### config.mk
export PLATFORM = sky130hd
export DESIGN_NAME = mdu_seq
export DESIGN_NICKNAME = d
export VERILOG_FILES = /design/src/rtl/mdu_seq.sv
export SDC_FILE = /design/constraint.sdc
export NUM_CORES = 1
export LEC_CHECK = 0
export CAP_MARGIN = 5
export CORE_AREA = 2 2 143 145
export DETAILED_ROUTE_END_ITERATION = 8
export DIE_AREA = 0 0 145 147
export PLACE_DENSITY = 0.6
export SLEW_MARGIN = 20
export SYNTH_ARGS = -nofsm -noshare
export SYNTH_HDL_FRONTEND = slang
export SYNTH_SLANG_ARGS = --single-unit
### constraint.sdc
create_clock -name clk -period 4.2 [get_ports clk]
set_input_delay 0.84 -clock clk [delete_from_list [all_inputs] [get_ports clk]]
set_output_delay 0.84 -clock clk [all_outputs]
set_load 0.05 [all_outputs]
### src/rtl/mdu_seq.sv
// mdu_seq: sequencer and result stage for the RV32M multiply/divide unit (EXE).
//   Multiplies, divide-by-zero and signed-overflow cases complete in the same
//   cycle they are presented. A real divide pulses the signed or unsigned
//   divider start, stalls the pipeline until div_ok (or a wait limit), then
//   presents the captured result for one DONE cycle.
// Ports:
//   clk, clrn                 clock, async active-low reset
//   rv32m, func3, a, b        EXE instruction and operands (held while stall)
//   cancel                    pipeline flush, kills the in-flight op
//   c_mul..c_mulu             combinational multiplier results
//   c_div..c_remu, div_ok     divider results, valid while div_ok
//   start_sdivide/udivide     registered one-cycle divider start pulses
//   stall                     freeze IF/ID/EXE
//   result, wb_valid          write-back value and strobe
//   timeout_err               sticky: a divide ran out of wait cycles
module mdu_seq #(
  parameter int MAX_WAIT = 40,
  parameter int CW       = 6
) (
  input  logic        clk,
  input  logic        clrn,
  input  logic        rv32m,
  input  logic [2:0]  func3,
  input  logic [31:0] a,
  input  logic [31:0] b,
  input  logic        cancel,
  input  logic [31:0] c_mul,
  input  logic [31:0] c_mulh,
  input  logic [31:0] c_mulhsu,
  input  logic [31:0] c_mulu,
  input  logic [31:0] c_div,
  input  logic [31:0] c_divu,
  input  logic [31:0] c_rem,
  input  logic [31:0] c_remu,
  input  logic        div_ok,
  output logic        start_sdivide,
  output logic        start_udivide,
  output logic        stall,
  output logic [31:0] result,
  output logic        wb_valid,
  output logic        timeout_err
);

  typedef enum logic [1:0] {S_IDLE, S_BUSY, S_DONE} state_e;

  state_e        state_q, state_d;
  logic [CW-1:0] cnt_q, cnt_d;
  logic [31:0]   res_q, res_d;
  logic [1:0]    f3_q, f3_d;     // func3[2] is always 1 for a divide
  logic          start_s_q, start_s_d;
  logic          start_u_q, start_u_d;
  logic          terr_q, terr_d;

  logic        mul_req, div_req, sgn, dz, ovf, fast, launch;
  logic        ok_take, tmo, busy_live;
  logic [31:0] mul_sel, div_sel, fast_res;

  assign mul_req = rv32m & ~func3[2];
  assign div_req = rv32m &  func3[2];
  assign sgn     = ~func3[0];
  assign dz      = (b == 32'h0);
  assign ovf     = sgn & (a == 32'h8000_0000) & (b == 32'hFFFF_FFFF);
  assign fast    = mul_req | (div_req & (dz | ovf));
  assign launch  = div_req & ~dz & ~ovf;

  // The first two BUSY cycles (cnt 0,1) ignore div_ok: the divider may still
  // be holding ok from the previous operation.
  assign ok_take   = div_ok & (cnt_q >= CW'(2));
  assign tmo       = ~ok_take & (cnt_q == CW'(MAX_WAIT - 1));
  assign busy_live = (state_q == S_BUSY) & ~cancel;

  always_comb begin
    unique case (func3[1:0])
      2'b00:   mul_sel = c_mul;
      2'b01:   mul_sel = c_mulh;
      2'b10:   mul_sel = c_mulhsu;
      default: mul_sel = c_mulu;
    endcase
  end

  always_comb begin
    unique case (f3_q)
      2'b00:   div_sel = c_div;
      2'b01:   div_sel = c_divu;
      2'b10:   div_sel = c_rem;
      default: div_sel = c_remu;
    endcase
  end

  // RISC-V fixed answers: x/0 = all ones, x%0 = x; INT_MIN/-1 = INT_MIN, rem 0
  always_comb begin
    if (mul_req)  fast_res = mul_sel;
    else if (dz)  fast_res = func3[1] ? a : 32'hFFFF_FFFF;
    else          fast_res = func3[1] ? 32'h0 : 32'h8000_0000;
  end

  // ---- state register ----
  always_ff @(posedge clk or negedge clrn) begin
    if (!clrn) state_q <= S_IDLE;
    else       state_q <= state_d;
  end

  // ---- next state ----
  always_comb begin
    state_d = state_q;
    unique case (state_q)
      S_IDLE:  if (launch & ~cancel) state_d = S_BUSY;
      S_BUSY:  if (cancel) state_d = S_IDLE;
               else if (ok_take | tmo) state_d = S_DONE;
      S_DONE:  state_d = S_IDLE;
      default: state_d = S_IDLE;
    endcase
  end

  // ---- outputs ----
  // Gated by clrn so nothing is presented while reset is asserted.
  always_comb begin
    stall    = 1'b0;
    wb_valid = 1'b0;
    result   = 32'h0;
    if (clrn && !cancel) begin
      unique case (state_q)
        S_IDLE: begin
          if (fast) begin
            wb_valid = 1'b1;
            result   = fast_res;
          end else if (launch) begin
            stall = 1'b1;
          end
        end
        S_BUSY:  stall = 1'b1;
        S_DONE: begin
          wb_valid = 1'b1;
          result   = res_q;
        end
        default: ;
      endcase
    end
  end

  // ---- datapath registers ----
  always_comb begin
    cnt_d     = (state_q == S_BUSY && state_d == S_BUSY) ? cnt_q + CW'(1) : '0;
    start_s_d = (state_q == S_IDLE) & (state_d == S_BUSY) &  sgn;
    start_u_d = (state_q == S_IDLE) & (state_d == S_BUSY) & ~sgn;
    f3_d      = (state_q == S_IDLE && state_d == S_BUSY) ? func3[1:0] : f3_q;
    res_d     = res_q;
    if (busy_live && ok_take)  res_d = div_sel;
    else if (busy_live && tmo) res_d = 32'h0;
    terr_d    = terr_q | (busy_live & tmo);
  end

  always_ff @(posedge clk or negedge clrn) begin
    if (!clrn) begin
      cnt_q     <= '0;
      res_q     <= 32'h0;
      f3_q      <= 2'b00;
      start_s_q <= 1'b0;
      start_u_q <= 1'b0;
      terr_q    <= 1'b0;
    end else begin
      cnt_q     <= cnt_d;
      res_q     <= res_d;
      f3_q      <= f3_d;
      start_s_q <= start_s_d;
      start_u_q <= start_u_d;
      terr_q    <= terr_d;
    end
  end

  assign start_sdivide = start_s_q;
  assign start_udivide = start_u_q;
  assign timeout_err   = terr_q;

endmodule
==> impl_metrics.tcl <==
set metrics [dict create \
    clock_path_buffers 2 \
    ys_seq_area_share_pct 26.7 \
    cts.htree.levels 2 \
    hold-path-endpoint "timeout_err" \
    synthToLayoutAreaGrowth_pct 109 \
    r2r_setup_slack_ps 1890 \
    cts_tree "built" \
    hp-class "flip-flop to flip-flop" \
    drive_above_1_share_pct 20.7 \
    hold_buffers 0 \
    worstSkewPairLatency_ps 290 \
    grt_pass1_vias 5704 \
    status "finished, final reports clean" \
    top_usage_layer "met2" \
    synth_cell_type_count 41 \
    grt-ovfl-total 0 \
    dp_hpwl_um 18600 \
    holdPathStages 1 \
    cp-start-kind "input port" \
    synthesis.nets 695 \
    crit_start "a[20]" \
    num_rows 52 \
    ys_seq_elements 45 \
    placed_cell_area_um2 8510 \
    start_util_pct 21.3 \
    use_met1_pct 25.9 \
    post_cts_buffers 0 \
    fmax_mhz 246 \
    die_h_um 147 \
    met2_usage_pct 39.6 \
    post_drt_wl_per_cell_um 23.9 \
    irDropWorstVdd_v 0.000157 \
    antenna_found_initial 2 \
    layout.cells.most_common "clkdlybuf4s50_1" \
    die-area_um2 21300 \
    fin_worst_skew_ps 7.08 \
    cts_made_buffers 5 \
    syn_avg_cell_area_um2 11.6 \
    path_max_fanout 3 \
    grt_max_degree 67 \
    worstReg2RegStart "cnt_q[0]" \
    worst_pin_slew_ps 1090 \
    drt_iter0_markers 395 \
    rsz0062_at_grt "false" \
    grtUsageTotal_pct 21.5 \
    maxCapViolCount 0 \
    cts_sinks 45 \
    vias_per_cell 5.16 \
    drc 0 \
    design_area_um2 8800 \
    r2r_end "res_q[30]" \
    max-slew-margin-rel_pct 26.8 \
    crit_family "simple AND/OR/NAND/NOR gates" \
    yosys_warnings 0 \
    syn_inst 365 \
    worstHoldStart "timeout_err" \
    setup_tns_ps 0 \
    core_area_um2 19800 \
    cts.reportedPaths.clkPinSlew_ps 70 \
    path_buf_inv 3 \
    crit_required_ps 3360 \
    crit_arrival_ps 3230 \
    crit_slowest_cell "or4_4" \
    maxSlewViolCount 0 \
    finalSetupViolCount 0 \
    io_buffers 364 \
    synth_area_um2 4220 \
    ant_nets 0 \
    die_x_um 145 \
    grt_first_pass_wirelength_um 34700 \
    cts_root_buf "clkbuf_16" \
    wirelength_um 23600 \
    vias 5097 \
    hold_viol 0 \
    path_depth 9 \
    ios 365 \
    fin_crit_sh_pct 96.9 \
    p_per_area_nw_per_um2 207 \
    met3_usage_pct 4.01 \
    gp_congestion 0.964 \
    first_pass_iters 6 \
    fin_nets 1045 \
    endpoint_kind "primary output" \
    crit_path_max_incr_delay_ps 560 \
    crit_chain "clkdlybuf4s50_1 > nor4_4 > buf_4 > nand4_1 > or4_4 > o311ai_4 > a32oi_1 > nor2_2 > buf_12" \
    r2r_cells 6 \
    fin_crit_ps 4070 \
    power_leakage_nw 3.27 \
    worstSetupPathType "input port to primary output" \
    final_cell_mix "clkdlybuf4s50_1, mux4_2, nor2_1" \
]
-- layout make-up --
type,count,area (um^2)
sequential,45,1130
clock buffer,5,125
clock inverter,3,68.8
antenna,2,5.00
multi-input combinational,275,3000
fill,1845,11000
inverter,5,18.8
tap,270,338
timing repair buffer,383,4120
-- state kept, by name, indices dropped and copies added (netlist names) --
| name | flops |
|---|---|
| start_sdivide | 1 |
| start_udivide | 1 |
| cnt_q | 6 |
| f3_q | 2 |
| res_q | 32 |
| timeout_err | 1 |
| state_q | 2 |
-- power breakdown --
part / switching [W] / internal (W) / total, W
combinational: 0.000255 / 0.000524 / 0.000779
sequential: 0.0000610 / 0.000452 / 0.000513
clock: 0.000188 / 0.000344 / 0.000531
-- worst max path at each step --
| stage | slack (ps) | endpoint |
|---|---|---|
| 5_1_grt | 5 | result[31] |
| 2_1_floorplan | 520 | result[0] |
| 6_report | 130 | result[31] |
| 3_5_place_dp | -100 | result[31] |
| 4_1_cts | 0.07 | result[31] |
| 3_3_place_gp | -80 | result[31] |
-- routing by layer --
layer  vias up  wire length (um)  part of all wire (%)
li1       2231                 -                     -
met1      2555              9190                    39
met2       291             12300                    52
met3        20              1610                   6.8
met4         0               445                   1.9
met5         -                 0                     0
-- repair_timing --
action | 4_1_cts | 5_1_grt
endpoints found under the setup margin | 3 | 24
gates cloned | 0 | 2
resized for setup | 2 | 15
pin swaps | 0 | 3
endpoints found under the hold margin | 0 | 0
-- through the flow --
stage	setup WS (ps)	cells	hold slack [ps]	utilization, %	power [W]
2_1_floorplan	519	365	454	-	0.000847
3_3_place_gp	-82.8	976	470	42.9	0.00129
3_5_place_dp	-103	976	469	42.9	0.00130
4_1_cts	0.0715	984	488	43.9	0.00184
5_1_grt	4.84	988	508	44.4	0.00190
6_report	132	988	483	44.4	0.00182
-- cell families after synthesis --
kind of cell / synth area share, %
AO/OA/AOI/OAI: 15.8
XOR/XNOR: 0.831
adder cells (fa/ha/maj): 0.593
buffers and inverters: 4.54
flip-flops: 26.7
multiplexers: 34.9
AND/OR/NAND/NOR: 16.6
-- synth_stat cells --
master	instances	area share (%)
buf_1	7	0.62
nand4b_1	1	0.21
nor3b_1	3	0.53
xor2_1	2	0.42
nand2b_1	34	5.0
nor2b_1	1	0.15
buf_2	6	0.71
a21boi_0	1	0.18
nor2_1	46	4.1
o21bai_1	1	0.18
and4b_1	1	0.24
dfrtp_1	45	27
o21ai_0	1	0.12
a31oi_1	2	0.30
or4_4	1	0.27
xnor2_1	2	0.42
o311ai_4	1	0.62
a222oi_1	31	7.4
or3_1	1	0.15
o21ai_1	1	0.12
nor3_1	2	0.24
or3b_2	1	0.21
or2_2	1	0.15
a21oi_1	1	0.12
buf_6	1	0.27
ha_1	2	0.59
and2_1	1	0.15
or4_1	1	0.18
nor4_1	15	2.2
a32oi_1	1	0.21
a22o_1	32	6.6
clkbuf_1	24	2.1
nand3_1	3	0.36
nand4_1	9	1.3
mux2_4	2	0.71
and4_1	1	0.21
mux4_2	64	34
nand2_1	8	0.71
nor4b_1	1	0.21
inv_1	5	0.44
buf_4	2	0.36
No activity file was read; power rests on OpenSTA's default activity.
